`config.mk`:
```
export PLATFORM = sky130hd
export DESIGN_NAME = gpib_source_handshake_flat
export DESIGN_NICKNAME = d
export VERILOG_FILES = /design/src/rtl/gpib_source_handshake_if.sv /design/src/rtl/gpib_source_handshake.sv /design/src/flat_wrapper.sv
export SDC_FILE = /design/constraint.sdc
export NUM_CORES = 1
export LEC_CHECK = 0
export CELL_PAD_IN_SITES_DETAIL_PLACEMENT = 0
export CELL_PAD_IN_SITES_GLOBAL_PLACEMENT = 1
export CORE_MARGIN = 4
export CORE_UTILIZATION = 47
export CTS_CLUSTER_DIAMETER = 100
export CTS_CLUSTER_SIZE = 10
export DETAILED_ROUTE_END_ITERATION = 8
export PLACE_DENSITY_LB_ADDON = 0.1
export SLEW_MARGIN = 20
export SYNTH_ARGS = -nofsm -noshare
export SYNTH_HDL_FRONTEND = slang
export SYNTH_SLANG_ARGS = --single-unit
```
`constraint.sdc`:
```
create_clock -name clk -period 3.25 [get_ports clk]
set_input_delay 0.65 -clock clk [delete_from_list [all_inputs] [get_ports clk]]
set_output_delay 0.65 -clock clk [all_outputs]
set_load 0.03 [all_outputs]
```
`src/rtl/gpib_source_handshake_if.sv`:
```
// rtl/gpib_source_handshake_if.sv - GPIB source handshake byte stream and bus signals
interface gpib_source_handshake_if #(
  parameter int DATA_WIDTH = 8
);
  logic [DATA_WIDTH-1:0] tx_data;
  logic                  tx_last;
  logic                  tx_valid;
  logic                  tx_ready;
  logic                  talk_en;
  logic                  atn;
  logic                  ifc;
  logic                  nrfd;
  logic                  ndac;
  logic [DATA_WIDTH-1:0] gpib_data_out;
  logic                  gpib_data_oe;
  logic                  dav;
  logic                  eoi_out;
  logic                  busy;
  logic                  timeout_err;
  logic                  no_listener_err;

  modport master (
    output tx_data, tx_last, tx_valid, talk_en, atn, ifc, nrfd, ndac,
    input  tx_ready, gpib_data_out, gpib_data_oe, dav, eoi_out, busy,
           timeout_err, no_listener_err
  );

  modport slave (
    input  tx_data, tx_last, tx_valid, talk_en, atn, ifc, nrfd, ndac,
    output tx_ready, gpib_data_out, gpib_data_oe, dav, eoi_out, busy,
           timeout_err, no_listener_err
  );
endinterface

```
`src/rtl/gpib_source_handshake.sv`:
```
// rtl/gpib_source_handshake.sv - GPIB talker source handshake (SH) with transmit byte FIFO
module gpib_source_handshake #(
  parameter int DATA_WIDTH     = 8,
  parameter int FIFO_DEPTH     = 4,
  parameter int SETTLE_CYCLES  = 4,
  parameter int TIMEOUT_CYCLES = 1024
) (
  input logic                  clk,
  input logic                  rst_n,
  gpib_source_handshake_if.slave bus
);
  localparam int AW = $clog2(FIFO_DEPTH);
  localparam int CW = AW + 1;
  localparam int SW = $clog2(SETTLE_CYCLES + 1);
  localparam int TW = $clog2(TIMEOUT_CYCLES + 1);
  localparam logic [CW-1:0] FULL_CNT    = CW'(FIFO_DEPTH);
  localparam logic [SW-1:0] SETTLE_LAST = SW'(SETTLE_CYCLES - 1);
  localparam logic [TW-1:0] TMO_LAST    = TW'(TIMEOUT_CYCLES - 1);

  typedef enum logic [2:0] {IDLE, SGNS, SDYS, STRS, SWNS} state_t;

  state_t                state;
  logic [DATA_WIDTH:0]   mem [FIFO_DEPTH];
  logic [AW-1:0]         wr_ptr, rd_ptr;
  logic [CW-1:0]         count;
  logic [SW-1:0]         settle_cnt;
  logic [TW-1:0]         tmo_cnt;
  logic [DATA_WIDTH-1:0] data_q;
  logic                  dav_q, oe_q, eoi_q, tmo_err_q, nl_err_q;
  logic                  push, pop, abort, settle_done, tmo_hit, full;

  assign full        = (count == FULL_CNT);
  assign push        = bus.tx_valid && !full && !bus.ifc;
  assign abort       = bus.atn || !bus.talk_en;
  assign settle_done = (settle_cnt == SETTLE_LAST);
  assign tmo_hit     = (tmo_cnt == TMO_LAST);

  // Pop decisions mirror the FSM exits that consume the head byte; aborts never pop.
  always_comb begin
    pop = 1'b0;
    if (!bus.ifc && !abort) begin
      case (state)
        SGNS:    pop = !bus.nrfd && !bus.ndac;
        SDYS:    pop = tmo_hit && !(settle_done && !bus.nrfd);
        STRS:    pop = tmo_hit && bus.ndac;
        SWNS:    pop = 1'b1;
        default: pop = 1'b0;
      endcase
    end
  end

  always_ff @(posedge clk) begin
    if (push) mem[wr_ptr] <= {bus.tx_last, bus.tx_data};
  end

  always_ff @(posedge clk or negedge rst_n) begin
    if (!rst_n) begin
      wr_ptr <= '0;
      rd_ptr <= '0;
      count  <= '0;
    end else if (bus.ifc) begin
      wr_ptr <= '0;
      rd_ptr <= '0;
      count  <= '0;
    end else begin
      if (push) wr_ptr <= wr_ptr + AW'(1);
      if (pop)  rd_ptr <= rd_ptr + AW'(1);
      case ({push, pop})
        2'b10:   count <= count + CW'(1);
        2'b01:   count <= count - CW'(1);
        default: count <= count;
      endcase
    end
  end

  always_ff @(posedge clk or negedge rst_n) begin
    if (!rst_n) begin
      state      <= IDLE;
      settle_cnt <= '0;
      tmo_cnt    <= '0;
      data_q     <= '0;
      dav_q      <= 1'b0;
      oe_q       <= 1'b0;
      eoi_q      <= 1'b0;
      tmo_err_q  <= 1'b0;
      nl_err_q   <= 1'b0;
    end else if (bus.ifc || (state != IDLE && abort)) begin
      state  <= IDLE;
      data_q <= '0;
      dav_q  <= 1'b0;
      oe_q   <= 1'b0;
      eoi_q  <= 1'b0;
      if (bus.ifc) begin
        tmo_err_q <= 1'b0;
        nl_err_q  <= 1'b0;
      end
    end else begin
      case (state)
        IDLE: begin
          if (count != '0 && !abort) begin
            state  <= SGNS;
            oe_q   <= 1'b1;
            data_q <= mem[rd_ptr][DATA_WIDTH-1:0];
            eoi_q  <= mem[rd_ptr][DATA_WIDTH];
          end
        end
        SGNS: begin
          if (!bus.nrfd && !bus.ndac) begin
            nl_err_q <= 1'b1;
            state    <= IDLE;
            oe_q     <= 1'b0;
            data_q   <= '0;
            eoi_q    <= 1'b0;
          end else begin
            state      <= SDYS;
            settle_cnt <= '0;
            tmo_cnt    <= '0;
          end
        end
        SDYS: begin
          if (settle_done && !bus.nrfd) begin
            state   <= STRS;
            dav_q   <= 1'b1;
            tmo_cnt <= '0;
          end else if (tmo_hit) begin
            tmo_err_q <= 1'b1;
            state     <= IDLE;
            oe_q      <= 1'b0;
            data_q    <= '0;
            eoi_q     <= 1'b0;
          end else begin
            if (!settle_done) settle_cnt <= settle_cnt + SW'(1);
            tmo_cnt <= tmo_cnt + TW'(1);
          end
        end
        STRS: begin
          if (!bus.ndac) begin
            state <= SWNS;
            dav_q <= 1'b0;
          end else if (tmo_hit) begin
            tmo_err_q <= 1'b1;
            state     <= IDLE;
            dav_q     <= 1'b0;
            oe_q      <= 1'b0;
            data_q    <= '0;
            eoi_q     <= 1'b0;
          end else begin
            tmo_cnt <= tmo_cnt + TW'(1);
          end
        end
        SWNS: begin
          state  <= IDLE;
          oe_q   <= 1'b0;
          data_q <= '0;
          eoi_q  <= 1'b0;
        end
        default: state <= IDLE;
      endcase
    end
  end

  assign bus.tx_ready        = !full;
  assign bus.gpib_data_out   = data_q;
  assign bus.gpib_data_oe    = oe_q;
  assign bus.dav             = dav_q;
  assign bus.eoi_out         = eoi_q;
  assign bus.busy            = (state != IDLE) || (count != '0);
  assign bus.timeout_err     = tmo_err_q;
  assign bus.no_listener_err = nl_err_q;
endmodule
```
`src/flat_wrapper.sv`:
```
// flat-port wrapper written by rule: the top's interface ports become plain ports
module gpib_source_handshake_flat 
#(
  parameter int DATA_WIDTH     = 8,
  parameter int FIFO_DEPTH     = 4,
  parameter int SETTLE_CYCLES  = 4,
  parameter int TIMEOUT_CYCLES = 1024
)
  (clk, rst_n, bus_tx_data, bus_tx_last, bus_tx_valid, bus_talk_en, bus_atn, bus_ifc, bus_nrfd, bus_ndac, bus_tx_ready, bus_gpib_data_out, bus_gpib_data_oe, bus_dav, bus_eoi_out, bus_busy, bus_timeout_err, bus_no_listener_err);
  gpib_source_handshake_if #(.DATA_WIDTH(DATA_WIDTH)) bus_i ();
  input logic clk;
  input logic rst_n;
  input wire logic [$bits(bus_i.tx_data)-1:0] bus_tx_data;
  input wire logic [$bits(bus_i.tx_last)-1:0] bus_tx_last;
  input wire logic [$bits(bus_i.tx_valid)-1:0] bus_tx_valid;
  input wire logic [$bits(bus_i.talk_en)-1:0] bus_talk_en;
  input wire logic [$bits(bus_i.atn)-1:0] bus_atn;
  input wire logic [$bits(bus_i.ifc)-1:0] bus_ifc;
  input wire logic [$bits(bus_i.nrfd)-1:0] bus_nrfd;
  input wire logic [$bits(bus_i.ndac)-1:0] bus_ndac;
  output wire logic [$bits(bus_i.tx_ready)-1:0] bus_tx_ready;
  output wire logic [$bits(bus_i.gpib_data_out)-1:0] bus_gpib_data_out;
  output wire logic [$bits(bus_i.gpib_data_oe)-1:0] bus_gpib_data_oe;
  output wire logic [$bits(bus_i.dav)-1:0] bus_dav;
  output wire logic [$bits(bus_i.eoi_out)-1:0] bus_eoi_out;
  output wire logic [$bits(bus_i.busy)-1:0] bus_busy;
  output wire logic [$bits(bus_i.timeout_err)-1:0] bus_timeout_err;
  output wire logic [$bits(bus_i.no_listener_err)-1:0] bus_no_listener_err;
  assign bus_i.tx_data = bus_tx_data;
  assign bus_i.tx_last = bus_tx_last;
  assign bus_i.tx_valid = bus_tx_valid;
  assign bus_i.talk_en = bus_talk_en;
  assign bus_i.atn = bus_atn;
  assign bus_i.ifc = bus_ifc;
  assign bus_i.nrfd = bus_nrfd;
  assign bus_i.ndac = bus_ndac;
  assign bus_tx_ready = bus_i.tx_ready;
  assign bus_gpib_data_out = bus_i.gpib_data_out;
  assign bus_gpib_data_oe = bus_i.gpib_data_oe;
  assign bus_dav = bus_i.dav;
  assign bus_eoi_out = bus_i.eoi_out;
  assign bus_busy = bus_i.busy;
  assign bus_timeout_err = bus_i.timeout_err;
  assign bus_no_listener_err = bus_i.no_listener_err;
  gpib_source_handshake #(.DATA_WIDTH(DATA_WIDTH), .FIFO_DEPTH(FIFO_DEPTH), .SETTLE_CYCLES(SETTLE_CYCLES), .TIMEOUT_CYCLES(TIMEOUT_CYCLES)) u_core (.clk(clk), .rst_n(rst_n), .bus(bus_i));
endmodule
```
* Word level (Yosys, flattened, before mapping) *
Memories as Yosys holds them, arrays and structs flattened.
Index checks and enable logic that the tools add are counted.

word-level totals
  memories = 1
  bits in writable memories = 36
  ROM bits = 0
  flip-flop bits (word level) = 37
  latch bits = 0
  word-level logic and storage cells = 139

memory list
  memory      depth  width  rd ports  clocked after memory_dff  write ports  line                         RTL
  u_core.mem  4      9      1         0                         1            gpib_source_handshake.sv:23  logic [DATA_WIDTH:0] mem [FIFO_DEPTH];

cells by class
  divide/modulo/power cells = 0
  multiply operators = 0
  reductions and logical operators = 37
  multiplexer cells = 61
  magnitude comparators = 0
  shifts and indexed selects = 0
  equality and inequality tests = 21
  $add $sub $neg = 6
  bitwise logic cells = 1

operators by type and width
  operator                 number
  $mux W8                  6
  $mux W11                 4
  $pmux W8 S5              1
  $pmux W11 S3             1
  $mux W3                  10
  $mux W1                  26
  $reduce_bool A3 Y1       5
  $ne A2 B2 Y1 const B     6
  $pmux W3 S2              2
  $pmux W3 S4              1
  $add A11 B1 Y11 const B  1
  $eq A11 B10 Y1 const B   1
  $mux W2                  5
  $pmux W1 S5              2
  $reduce_bool A2 Y1       5
  $eq A3 B2 Y1 const B     3
  $logic_and A1 B1 Y1      9
  $ne A3 B1 Y1 const B     3
  $reduce_and A4 Y1        2
  $logic_not A1 Y1         7
  $add A3 B1 Y3 const B    2
  $eq A3 B3 Y1 const B     2
  $reduce_and A3 Y1        2
  $reduce_and A6 Y1        1
  15 further kinds         19

* Logic depth before layout (Yosys ltp) *
Gate-level depths: netlist of the first run.

  word-level depth = 9
  mapped depth = 12

* Worst setup path after synthesis of the first run *
OpenSTA, ideal clock, no wires.

  path type = reg2reg
  start point = reg u_core.settle_cnt[0]
  end point = reg u_core.count[2]
  data required time = 3125 ps
  period minus slack after synthesis = 2709 ps
  stages on the path, launching flop included = 13
  arrival time = 2584 ps
  buffers on the path = 0
  path slack = 541 ps
  library setup time = 125 ps
  cell sequence = dfrtp_1 > ha_1 > ha_1 > nor3b_1 > nor3_1 > a21o_1 > nand2_1 > nor2_1 > fa_1 > nand3_1 > a211oi_1 > a211oi_1 > mux2_2

on the way
  word-level cells in the longest chain between the ends = 9
  elaborated cells between the ends (all ways) = 11
  classes of those cells = 3 x eq/ne; 4 x mux; 4 x reduce/logical

ends and longest elaborated chain
  element                                       line                          RTL
  from (decl)                                   gpib_source_handshake.sv:26   logic [SW-1:0] settle_cnt;
  from (signal assigned)                        gpib_source_handshake.sv:132  if (!settle_done) settle_cnt <= settle_cnt + SW'(1);
  $eq A3 B2 Y1 *                                gpib_source_handshake.sv:35   assign settle_done = (settle_cnt == SETTLE_LAST);
  $logic_and A1 B1 Y1 *                         gpib_source_handshake.sv:44   SDYS: pop = tmo_hit && !(settle_done && !bus.nrfd);
  $logic_not A1 Y1 *                            gpib_source_handshake.sv:44
  $logic_and A1 B1 Y1 *                         gpib_source_handshake.sv:44
  $pmux W1 S4 *                                 gpib_source_handshake.sv:42   case (state)
  $mux W1 *                                     gpib_source_handshake.sv:41   if (!bus.ifc && !abort) begin
  $eq A2 B1 Y1 or $eq A2 B2 Y1 (tied branches)  gpib_source_handshake.sv:68   case ({push, pop})
  $pmux W3 S2                                   gpib_source_handshake.sv:68
  $mux W3                                       gpib_source_handshake.sv:61   end else if (bus.ifc) begin
  to (signal assigned)                          gpib_source_handshake.sv:69   2'b10: count <= count + CW'(1);
  to (signal assigned)                          gpib_source_handshake.sv:70   2'b01: count <= count - CW'(1);
  to (signal assigned)                          gpib_source_handshake.sv:71   default: count <= count;
  to (decl)                                     gpib_source_handshake.sv:25   logic [CW-1:0] count;

Every way passes the cells marked *; elsewhere a longest branch is shown, timed or not.
A chain may end at the register's enable or synchronous reset.

* Final worst setup path of the first run *
  start point = in bus_nrfd
  end point = reg u_core.count[2]

on the way
  word-level cells in the longest chain between the ends = 9
  elaborated cells between the ends (all ways) = 12
  classes of those cells = 2 x eq/ne; 4 x mux; 6 x reduce/logical

ends and longest elaborated chain
  element                                       line                                                      RTL
  from (decl)                                   flat_wrapper.sv:19                                        input wire logic [$bits(bus_i.nrfd)-1:0] bus_nrfd;
  $logic_not A1 Y1 *                            gpib_source_handshake.sv:43, gpib_source_handshake.sv:44
  $logic_and A1 B1 Y1                           gpib_source_handshake.sv:44
  $logic_not A1 Y1                              gpib_source_handshake.sv:44
  $logic_and A1 B1 Y1                           gpib_source_handshake.sv:44
  $pmux W1 S4 *                                 gpib_source_handshake.sv:42
  $mux W1 *                                     gpib_source_handshake.sv:41
  $eq A2 B1 Y1 or $eq A2 B2 Y1 (tied branches)  gpib_source_handshake.sv:68
  $pmux W3 S2                                   gpib_source_handshake.sv:68
  $mux W3                                       gpib_source_handshake.sv:61

Marked as above.

==> results by group, run 1 <==
Status
  • Outcome: completed

Route
  • DRC Markers: 0
  • Total number of vias: 2286
  • Initial DRT Pass Iterations: 4
  • DR iter-0 viols: roughly 130
  • Post-route ant nets: 0
  • DR vias/cell: between 5 and 6
  • WL/cell: 16.1 um
  • Routed WL: a little under 7000 um

Layout
  • Fraction of layout cells with a size suffix above 1: 0.178
  • Final Net Count: approximately 350
  • Ant diodes: 0
  • Syn-to-layout area delta: 19.5%
  • Post-Layout Inst Area: 4200 um2

Placed design
  • HPWL Detailed: ~4700 um
  • Gpl congestion: just under 0.8
  • DP Area: between 4000 and 5000 um2
  • Number of port buffers: 31

CTS
  • TritonCTS clock tree: yes
  • Clk buf depth: 2
  • H-tree Lvls: 3
  • Sinks on Clock Net: 73
  • Post-CTS Repair Setup Buffers: 0
  • Clock slew at reported path FFs: ~0.080 ns
  • Resize count post-CTS: 0
  • Post-CTS Hold Buffers: 0
  • Root buffer cell: clkbuf_8
  • CTS Buf Count: 9
  • Worst-Skew Late Latency: 0.34 ns

Global route
  • First-pass GRT wire length: around 12000 um
  • Tot GR Track Use: 0.171
  • Largest net degree at the start of global routing: 38
  • Vias in the first global route: ~2300
  • Remaining global-route overflow: 0
  • Initial antenna violation count: 0

Pwr
  • Max VDD drop: around 320 uV
  • Pwr/cell area: 504 nW/um2
  • Lkg Pwr: 1.60 nW

Floorplan
  • Die ar.: slightly below 9000 um2
  • Die Height: approximately 94 um
  • Die Span X: between 90 and 100 um
  • Rows: 31
  • IO Count: 32
  • Core area: 7250 um2
  • Initial core utilization: 0.485

Flow run
  • Max Cap Viol: 0

Synthesis
  • Async set or reset register ratio after synthesis: 0.507
  • Sequential area share after synthesis: 0.571
  • Main flop type after synthesis: dfrtp_1
  • Syn_nets: 307
  • Syn_area_per_cell: between 10 and 15 um2
  • Cells after synthesis: between 200 and 300
  • Synth Cell Area: 3510 um2
  • Distinct cells, synth: between 40 and 50
  • Number of enable flip-flop cells after synthesis: 36
  • Yosys reg bits: between 70 and 80
  • Yosys warnings: 0

Setup path
  • Crit start category: input port
  • WS Path Type: in2reg
  • Crit. End Element: flip-flop
  • Cells on worst reg2reg path: 12
  • Required time worst endpoint: roughly 3.5 ns
  • Crit path DAT: approximately 3.1 ns
  • CP max FO: 5

STA
  • Minimum clock period: 2.86 ns
  • Final Setup Violations: 0
  • Final hold viol count: 0
  • Unrepaired setup endpoints after global routing: false
  • Worst-margin pin slew: about 0.9 ns
  • Slew margin rel.: 0.413
  • FMAX: between 0.3 and 0.4 GHz
  • Fin. max-slew vios: 0
  • Clock Skew: between 0.008 and 0.009 ns
  • Setup tns final: 0 ns
  • Tcrit/Tclk final: 0.881

Hold path
  • Worst min path class: in2async
[critical path, stage by stage]
cell and delay [ns]:
clkdlybuf4s50_1 0.47, or4b_1 0.53, a21oi_1 0.20, a21o_1 0.13, nand2_1 0.08, nor2_1 0.14
fa_1 0.20, nand3_1 0.09, a211oi_1 0.23, a211oi_1 0.09, mux2_2 0.27
[cell usage after synthesis, types with 5 or more instances]
| cell | n | area share |
|---|---|---|
| dfrtp_1 | 37 | 0.26 |
| edfxtp_1 | 36 | 0.31 |
| nor2_1 | 30 | 0.032 |
| nand2_1 | 17 | 0.018 |
| nor2b_1 | 15 | 0.027 |
| a21oi_1 | 11 | 0.016 |
| mux2_2 | 11 | 0.035 |
| nand2b_1 | 11 | 0.020 |
| mux4_2 | 9 | 0.058 |
| inv_1 | 8 | 0.0085 |
| clkbuf_1 | 7 | 0.0075 |
| ha_1 | 7 | 0.025 |
| mux2i_1 | 7 | 0.020 |
| nor3_1 | 7 | 0.010 |
| xnor2_1 | 7 | 0.017 |
| o21ai_0 | 6 | 0.0085 |
| nand3_1 | 5 | 0.0071 |
| nor3b_1 | 5 | 0.011 |
[power breakdown]
| group | switching [mW] | total [mW] | internal (mW) | leakage (nW) |
|---|---|---|---|---|
| Combinational | 0.178 | 0.327 | 0.149 | 0.681 |
| Sequential | 0.0437 | 1.08 | 1.03 | 0.827 |
| Clock | 0.355 | 0.716 | 0.361 | 0.0966 |
[cell type report]
cell class                 instances  area, um2
fill                             651       3050
inverter                           8       30.0
sequential                        73       2010
multi-input combinational        191       1440
clock inverter                     7       76.3
tap                               99        124
clock buffer                       9        124
timing repair buffer              44        403
[stage by stage]
stage | setup WS, ns | util | power, mW | std cells | hold slack [ns]
finish | 0.385 | 0.579 | 2.12 | 431 | 0.416
global route | 0.206 | 0.579 | 2.22 | 431 | 0.486
CTS | 0.417 | 0.579 | 2.15 | 431 | 0.446
detailed placement | 0.0512 | 0.552 | 1.43 | 415 | 0.485
global placement | 0.113 | 0.552 | 1.42 | 415 | 0.479
floorplan | 0.541 | - | 1.29 | 282 | 0.354
[kinds of logic (layout without fill, tap and decap cells)]
| group | after synthesis | count (layout) | synth area share |
|---|---|---|---|
| buffers and inverters | 18 | 68 | 0.0199 |
| xor gates and xnor gates | 7 | 7 | 0.0174 |
| muxes | 27 | 27 | 0.113 |
| and+or+nand+nor | 110 | 110 | 0.170 |
| adders and majority gates | 8 | 8 | 0.0306 |
| AOI/OAI and AO/OA | 39 | 39 | 0.0783 |
| DFF | 73 | 73 | 0.571 |
[routing by layer]
| layer | GRT usage | share of wire |
|---|---|---|
| met1 | 0.242 | 0.48 |
| met2 | 0.256 | 0.46 |
| met3 | 0.0478 | 0.050 |
| met4 | 0.0541 | 0.0095 |
| met5 | 0 | 0 |
[path summary, 6_finish.rpt]
| kind | start | end | slack, ns |
|---|---|---|---|
| worst max-delay path | bus_nrfd | u_core.count[2] | 0.39 |
| worst min-delay path | rst_n | u_core.bus.gpib_data_out[4] | 0.42 |
| worst max register to register | u_core.settle_cnt[0] | u_core.count[2] | 0.50 |
| worst min register to register | u_core.settle_cnt[0] | u_core.settle_cnt[0] | 0.49 |
| max in group asynchronous | rst_n | u_core.bus.gpib_data_out[1] | 2.27 |
| min in group clk | u_core.settle_cnt[0] | u_core.settle_cnt[0] | 0.49 |
[sequential cells by signal, indices dropped and copies added, names as in the netlist]
name and cells:
u_core.bus.gpib_data_out 8, u_core.tmo_cnt 11, u_core.bus.eoi_out 1, u_core.rd_ptr 2, u_core.bus.no_listener_err 1, u_core.wr_ptr 2
u_core.state 3, u_core.bus.timeout_err 1, u_core.settle_cnt 3, u_core.bus.dav 1, u_core.bus.gpib_data_oe 1, u_core.mem 36
u_core.count 3
[cell usage in the layout, fill, tap and decap left out, types with 8 or more instances in the layout]
cell type | synthesis | final
inv_1 | 8 | 8
clkbuf_8 | 0 | 9
mux2_2 | 11 | 11
nor2b_1 | 15 | 15
dfrtp_1 | 37 | 37
a21oi_1 | 11 | 11
nand2b_1 | 11 | 11
nand2_1 | 17 | 17
nor2_1 | 30 | 30
mux4_2 | 9 | 9
buf_4 | 0 | 13
edfxtp_1 | 36 | 36
clkdlybuf4s50_1 | 0 | 30
Power figures use the tool's default switching activity.
==> run 2, diff against run 1 <==
Settings changed: CORE_MARGIN 4 to 2, GPL_TIMING_DRIVEN set to 0, SKIP_CTS_REPAIR_TIMING set to 1.
==> run 2 against run 1 <==
Count of clock-buffer cells in the layout is the same. Combinational power hardly changed. Global-route usage rose by 1.2 points. Largest cell class unchanged. Highest routed layer unchanged.
==> results by group, run 2 (same netlist as run 1, synthesis figures left out) <==
STA
  • Fin. max-slew vios: 0
  • Slew margin rel.: 0.487
  • Tcrit/Tclk final: 0.954
  • Worst-margin pin slew: roughly 0.76 ns
  • WHS: about 0.25 ns
  • FMAX: about 0.32 GHz
  • Final Setup Violations: 0
  • Setup ws final: between 0.15 and 0.2 ns
  • Clock Skew: roughly 0.009 ns
  • Minimum clock period: a little over 3 ns
  • Final hold viol count: 0
  • Unrepaired setup endpoints after global routing: false

Route
  • WL/cell: about 16 um
  • Routed WL: 6750 um
  • DR iter-0 viols: 84
  • DR vias/cell: about 5.3
  • Initial DRT Pass Iterations: 4
  • Post-route ant nets: 0
  • Total number of vias: around 2300
  • DRC Markers: 0

Global route
  • Largest net degree at the start of global routing: 22
  • Remaining global-route overflow: 0
  • Vias in the first global route: between 2000 and 2500
  • Initial antenna violation count: 0
  • First-pass GRT wire length: approximately 12000 um
  • Tot GR Track Use: 0.182

Layout
  • Core Util, Final: 0.579
  • Fraction of layout cells with a size suffix above 1: 0.157
  • Commonest non-fill, non-tap cell in the layout: dfrtp_1
  • Ant diodes: 0
  • Area of the multi-input gates: approximately 1500 um2
  • Final Net Count: roughly 350
  • Largest Register: u_core.mem
  • Syn-to-layout area delta: 19.5%
  • # fillers: 636
  • Largest register FFs: 36
  • Most frequent cells in the layout: dfrtp_1 (37), edfxtp_1 (36), nor2_1 (30)
  • Seq. cell area: ~2000 um2

Floorplan
  • Die Span X: between 90 and 100 um
  • Rows: 31
  • Core area: just over 7000 um2
  • Die Height: 90.5 um
  • Die ar.: approximately 8000 um2
  • Initial core utilization: 0.485
  • IO Count: 32

Setup path
  • WS Path Type: in2reg
  • Required time worst endpoint: around 3.5 ns
  • Crit path DAT: between 3 and 4 ns
  • Crit. End Element: flip-flop
  • R2R setup slack: 0.25 ns
  • CP max FO: 6
  • Crit start category: input port

Flow run
  • Max Cap Viol: 0

Pwr
  • Sw Share: 0.274
  • Switch Pwr: between 0.5 and 0.6 mW
  • Combinational power share: 0.154
  • Sequential Power Share: 0.505
  • Lkg Pwr: between 1.5 and 2 nW
  • Max VDD drop: approximately 270 uV
  • Clock Power Share: 0.340
  • Pwr/cell area: 506 nW/um2
  • Internal power: ~1.5 mW

CTS
  • Root buffer cell: clkbuf_8
  • CTS Buf Count: 9
  • Sinks on Clock Net: 73
  • TritonCTS clock tree: yes
  • Clk buf depth: 2
  • Worst-Skew Late Latency: 0.34 ns
  • H-tree Lvls: 3
  • Clock slew at reported path FFs: approximately 0.080 ns

Placed design
  • Dpl ws: -0.440 ns
  • HPWL Detailed: between 4000 and 5000 um
  • Number of port buffers: 31
  • Gpl congestion: just under 0.8

Hold path
  • Worst min path class: in2async

Status
  • Outcome: completed
-- run 2: final cells by class --
cell class	instances	share of cell area
Sequential cell	73	0.478
Multi-Input combinational cell	191	0.346
Timing Repair Buffer	33	0.0816
Clock buffer	9	0.0295
Tap cell	99	0.0295
Clock inverter	7	0.0188
Buffer	10	0.00954
Inverter	8	0.00715
-- run 2: per-layer routing --
| layer | share of wire | vias up | track usage |
|---|---|---|---|
| li1 | - | 1112 | - |
| met2 | 0.47 | 38 | 0.282 |
| met4 | 0.0099 | 0 | 0.0641 |
| met1 | 0.49 | 1131 | 0.256 |
| met3 | 0.029 | 7 | 0.0392 |
| met5 | 0 | - | 0 |
-- run 2: worst paths after layout --
check,end,cells after the start,startpoint
setup reg to reg,u_core.count[2],12,u_core.settle_cnt[0]
hold reg to reg,u_core.settle_cnt[0],1,u_core.settle_cnt[0]
max in group asynchronous,u_core.tmo_cnt[7],2,rst_n
min in group clk,u_core.settle_cnt[0],1,u_core.settle_cnt[0]
setup / recovery,u_core.count[2],11,bus_ndac
hold / removal,u_core.bus.gpib_data_out[7],1,rst_n
-- run 2: power by group through the flow --
stage	Clock (mW)	Combinational, mW	Sequential [mW]
2_1_floorplan	0	0.157	1.13
3_3_place_gp	0	0.323	1.09
3_5_place_dp	0	0.331	1.09
4_1_cts	0.744	0.332	1.07
5_1_grt	0.783	0.362	1.08
6_report	0.723	0.328	1.07
-- run 2: worst max-delay path, stage by stage --
cell and delay, ns:
clkdlybuf4s50_1 0.50, or4b_1 0.54, a21oi_2 0.20, a21o_1 0.17, nand2_1 0.14, nor2_1 0.17, fa_1 0.22, nand3_1 0.12
a211oi_1 0.25, a211oi_1 0.09, mux2_2 0.28
-- run 2: per-stage QoR --
stage / std cells / setup TNS, ns / area, um2 / power [mW]
after floorplan: 282 / 0 / 3510 / 1.29
final: 430 / 0 / 4200 / 2.12
after global routing: 430 / 0 / 4200 / 2.23
after detailed placement: 413 / -0.440 / 3970 / 1.42
after global placement: 412 / -0.407 / 3950 / 1.41
after CTS: 429 / -0.0613 / 4170 / 2.15
==> RTL change 1, RTL diff (settings of run 2) <==
Reset style: synchronous (`rst_n`), changed in 2 clocked blocks.
--- a/src/rtl/gpib_source_handshake.sv
+++ b/src/rtl/gpib_source_handshake.sv
@@ -53,7 +53,7 @@
     if (push) mem[wr_ptr] <= {bus.tx_last, bus.tx_data};
   end
 
-  always_ff @(posedge clk or negedge rst_n) begin
+  always_ff @(posedge clk) begin
     if (!rst_n) begin
       wr_ptr <= '0;
       rd_ptr <= '0;
@@ -73,7 +73,7 @@
     end
   end
 
-  always_ff @(posedge clk or negedge rst_n) begin
+  always_ff @(posedge clk) begin
     if (!rst_n) begin
       state      <= IDLE;
       settle_cnt <= '0;
Check against the original RTL: differs if rst_n is asserted again (counterexample within 4 cycles, from zero or initial values and one cycle with rst_n low); with rst_n held inactive, the same outputs for 4 cycles.
==> RTL change 1 against run 2 <==
  * Core utilization is 0.97 points lower
  * Critical path depth stayed put
  * Area after synthesis is 2.8% lower
  * Count of clock-buffer cells in the layout stayed put
  * Largest cell class unchanged
  * Cell area is 3.2% lower
  * Worst setup slack better by 0.036 ns
  * Routed wire length is 0.82% lower
  * Critical path type unchanged
  * Sequential cell count is 2 higher
  * Critical endpoint is now u_core.count[2]$_SDFFE_PP0P_
Power is not compared: it rests on default switching activity, and its combinational part moved more than twofold at a synthesized area within 25%.
==> RTL change 1: results (changes against run 2) <==
<table>
<tr><th>Metric</th><th>Value</th></tr>
<tr><th colspan="2">Setup path</th></tr>
<tr><td>Crit Reg-Reg Startpoint</td><td>u_core.tmo_cnt[0]$_SDFFE_PN0P_</td></tr>
<tr><td>Register-to-register setup slack</td><td>0.32 ns (+0.07 ns)</td></tr>
<tr><td>Max stage delay on crit path</td><td>0.49 ns (-0.05 ns)</td></tr>
<tr><td>Crit-path slowest cell</td><td>sky130_fd_sc_hd__clkdlybuf4s50_1</td></tr>
<tr><th colspan="2">Yosys</th></tr>
<tr><td>Post-Synth Adder-Cell Area</td><td>3.515% (+0.45 points)</td></tr>
<tr><td>Post-synthesis compound-gate area fraction</td><td>11.68% (+3.8 points)</td></tr>
<tr><td>Biggest area contributors in the synthesized netlist</td><td>sky130_fd_sc_hd__edfxtp_1 (32%), sky130_fd_sc_hd__dfxtp_1 (23%), sky130_fd_sc_hd__mux4_2 (5.9%)</td></tr>
<tr><td>Distinct cells, synth</td><td>52 (+8.3%)</td></tr>
<tr><td>Synth cell count leaders</td><td>sky130_fd_sc_hd__dfxtp_1 (39), sky130_fd_sc_hd__edfxtp_1 (36), sky130_fd_sc_hd__nand2_1 (29)</td></tr>
<tr><td>Portion of the post-synthesis area used by sequential elements</td><td>54.49% (-2.6 points)</td></tr>
<tr><th colspan="2">Place</th></tr>
<tr><td>DP Cell Count</td><td>439 (+6.3%)</td></tr>
<tr><td>Placement-stage cell area</td><td>3841 µm² (-3.3%)</td></tr>
<tr><td>Number of input and output port buffers inserted</td><td>30 (-3.2%)</td></tr>
<tr><td>Post-detail-place hpwl</td><td>4789 µm (-0.60%)</td></tr>
<tr><th colspan="2">Layout</th></tr>
<tr><td>Fin nets</td><td>377 (+7.4%)</td></tr>
<tr><td>Comb_multi_in</td><td>209 (+9.4%)</td></tr>
<tr><td>Clock network area share</td><td>5.390% (+0.56 points)</td></tr>
<tr><td>Buffer count excluding the clock tree in the final layout</td><td>44 (+2.3%)</td></tr>
<tr><td>Inverter count of the layout excluding clock inverters</td><td>12 (+4)</td></tr>
<tr><td>Area of the multi-input gates</td><td>1446 µm² (-0.43%)</td></tr>
<tr><td>Fill cell total of the finished layout</td><td>646 (+1.6%)</td></tr>
<tr><th colspan="2">Global route</th></tr>
<tr><td>Vias in the first global route</td><td>2,275 (-4.5%)</td></tr>
<tr><td>Met3 usage</td><td>5.448% (+1.5 points)</td></tr>
<tr><td>Met1 track demand over resource</td><td>23.20% (-2.4 points)</td></tr>
<tr><th colspan="2">Status</th></tr>
<tr><td>Status</td><td>completed</td></tr>
<tr><th colspan="2">Detailed routing</th></tr>
<tr><td>Detailed-route wire length per cell</td><td>14.71 µm (-6.3%)</td></tr>
<tr><td>Initial DRC Count</td><td>119 (+42%)</td></tr>
<tr><th colspan="2">Timing</th></tr>
<tr><td>Shortest period the worst path allows</td><td>3.063 ns (-0.03633 ns)</td></tr>
<tr><td>Transition time at the pin with the least slew margin</td><td>0.7481 ns (-0.01042 ns)</td></tr>
</table>
-- RTL change 1: cell types whose count changed after synthesis, moves of 6 or more --
cell	run 2	this run
sky130_fd_sc_hd__dfrtp_1	37	0
sky130_fd_sc_hd__nand3_1	5	18
sky130_fd_sc_hd__nor2b_1	15	6
sky130_fd_sc_hd__and3_1	0	6
sky130_fd_sc_hd__a31oi_1	3	9
sky130_fd_sc_hd__nor3_1	7	1
sky130_fd_sc_hd__nand2_1	17	29
sky130_fd_sc_hd__o21ai_1	0	10
sky130_fd_sc_hd__dfxtp_1	0	39
sky130_fd_sc_hd__nor2_1	30	21
sky130_fd_sc_hd__mux2_2	11	0
-- RTL change 1: where the power goes --
part	internal [µW]	switching [µW]	leakage, µW
Sequential	998	3.14	0.000641
Combinational	33.9	43.4	0.000631
Clock	377	387	0.000111
Total	1410	434	0.00138
==> RTL change 2, RTL diff (settings of run 2) <==
Without the edit above. `SETTLE_CYCLES` is set to 4 in 2 places; all go to 8.
--- a/src/rtl/gpib_source_handshake.sv
+++ b/src/rtl/gpib_source_handshake.sv
@@ -2,7 +2,7 @@
 module gpib_source_handshake #(
   parameter int DATA_WIDTH     = 8,
   parameter int FIFO_DEPTH     = 4,
-  parameter int SETTLE_CYCLES  = 4,
+  parameter int SETTLE_CYCLES  = 8,
   parameter int TIMEOUT_CYCLES = 1024
 ) (
   input logic                  clk,
--- a/src/flat_wrapper.sv
+++ b/src/flat_wrapper.sv
@@ -3,7 +3,7 @@
 #(
   parameter int DATA_WIDTH     = 8,
   parameter int FIFO_DEPTH     = 4,
-  parameter int SETTLE_CYCLES  = 4,
+  parameter int SETTLE_CYCLES  = 8,
   parameter int TIMEOUT_CYCLES = 1024
 )
   (clk, rst_n, bus_tx_data, bus_tx_last, bus_tx_valid, bus_talk_en, bus_atn, bus_ifc, bus_nrfd, bus_ndac, bus_tx_ready, bus_gpib_data_out, bus_gpib_data_oe, bus_dav, bus_eoi_out, bus_busy, bus_timeout_err, bus_no_listener_err);
Formal check against the unedited RTL: not equivalent (Yosys sat finds a counterexample within 10 cycles, from zero or initial values and one cycle with rst_n low).
==> RTL change 2 against run 2 <==
  * Clock skew increased by 0.00060 ns
  * Cell area decreased by 2.1%
  * Routed wire length increased by 3.9%
  * Area after synthesis decreased by 3.0%
  * Sequential cell count increased by 1
  * Non-clock buffer count unchanged
  * Register-to-register slack improved by 0.17 ns
  * Worst setup slack improved by 0.14 ns
Power is not compared: it rests on default switching activity, and its combinational part moved more than twofold at a synthesized area within 25%.
==> RTL change 2: results (changes against run 2) <==
<table>
<tr><th>Metric</th><th>Value</th></tr>
<tr><th colspan="2">Status</th></tr>
<tr><td>Status</td><td>completed</td></tr>
<tr><th colspan="2">Global route</th></tr>
<tr><td>Vias in the first global route</td><td>2,246 (-5.7%)</td></tr>
<tr><td>Wire length of the first global-routing pass</td><td>11,480 µm (-2.5%)</td></tr>
<tr><td>Maximum number of pins on one net before global-route repair</td><td>27 (+23%)</td></tr>
<tr><td>Met2 GRT Util</td><td>31.58% (+3.4 points)</td></tr>
<tr><td>Met3 usage</td><td>4.155% (+0.23 points)</td></tr>
<tr><td>Met1 track demand over resource</td><td>26.13% (+0.56 points)</td></tr>
<tr><th colspan="2">Place</th></tr>
<tr><td>Placement-stage cell area</td><td>3899 µm² (-1.8%)</td></tr>
<tr><td>Post-detail-place hpwl</td><td>4897 µm (+1.7%)</td></tr>
<tr><td>Number of input and output port buffers inserted</td><td>29 (-6.5%)</td></tr>
<tr><th colspan="2">Yosys</th></tr>
<tr><td>Post-Syn Instances</td><td>261 (-7.4%)</td></tr>
<tr><td>Fraction of synthesized area in multiplexers</td><td>6.902% (-4.4 points)</td></tr>
<tr><td>Distinct cells, synth</td><td>57 (+19%)</td></tr>
<tr><td>Post-Synth Adder-Cell Area</td><td>2.790% (-0.27 points)</td></tr>
<tr><td>Biggest area contributors in the synthesized netlist</td><td>sky130_fd_sc_hd__edfxtp_1 (32%), sky130_fd_sc_hd__dfrtp_1 (28%), sky130_fd_sc_hd__mux4_2 (5.9%)</td></tr>
<tr><td>Synth cell count leaders</td><td>sky130_fd_sc_hd__dfrtp_1 (38), sky130_fd_sc_hd__edfxtp_1 (36), sky130_fd_sc_hd__nor2_1 (18)</td></tr>
<tr><td>Synthesized-area fraction occupied by xor and xnor cells</td><td>1.799% (+0.054 points)</td></tr>
<tr><td>Mapped Nets</td><td>285 (-7.2%)</td></tr>
<tr><td>Fraction of synthesis flops using an asynchronous set or reset pin</td><td>51.35% (+0.67 points)</td></tr>
<tr><th colspan="2">Timing</th></tr>
<tr><td>Final-layout worst hold slack</td><td>0.1995 ns (-0.05299 ns)</td></tr>
<tr><td>Final worst clock skew</td><td>0.009569 ns (+0.0005973 ns)</td></tr>
<tr><td>Max Freq</td><td>0.3381 GHz (+4.8%)</td></tr>
<tr><td>Transition time at the pin with the least slew margin</td><td>0.8290 ns (+0.07048 ns)</td></tr>
<tr><th colspan="2">Layout</th></tr>
<tr><td>Filler-free cell count of the finished design</td><td>410 (-4.7%)</td></tr>
<tr><th colspan="2">Detailed routing</th></tr>
<tr><td>Initial DRC Count</td><td>75 (-11%)</td></tr>
<tr><td>Routed met3 length</td><td>232 µm (+18%)</td></tr>
<tr><td>Number of iterations in the first detailed-routing pass</td><td>6 (+2)</td></tr>
<tr><td>Vias</td><td>2,283 (-0.22%)</td></tr>
<tr><td>Detailed-route wire length per cell</td><td>17.10 µm (+9.0%)</td></tr>
<tr><th colspan="2">Setup path</th></tr>
<tr><td>Largest fanout on the critical path</td><td>7 (+1)</td></tr>
<tr><td>Crit-path slowest cell</td><td>sky130_fd_sc_hd__nor3b_1</td></tr>
</table>
[RTL change 2: cell count changes after synthesis, moves of 5 or more]
| cell | before | now |
|---|---|---|
| sky130_fd_sc_hd__nand2b_1 | 11 | 6 |
| sky130_fd_sc_hd__o21ai_0 | 6 | 12 |
| sky130_fd_sc_hd__a22o_1 | 0 | 11 |
| sky130_fd_sc_hd__nor2_1 | 30 | 18 |
| sky130_fd_sc_hd__mux2i_1 | 7 | 1 |
| sky130_fd_sc_hd__mux2_2 | 11 | 2 |
| sky130_fd_sc_hd__nor2b_1 | 15 | 5 |
[RTL change 2: area by class of cell]
cell class,instances,area [µm²]
Buffer,9,41.29
Clock buffer,9,123.9
Sequential cell,74,2032
Fill cell,616,3024
Multi-Input combinational cell,173,1353
Clock inverter,7,85.08
Inverter,5,18.77
Timing Repair Buffer,34,335.3
Tap cell,99,123.9
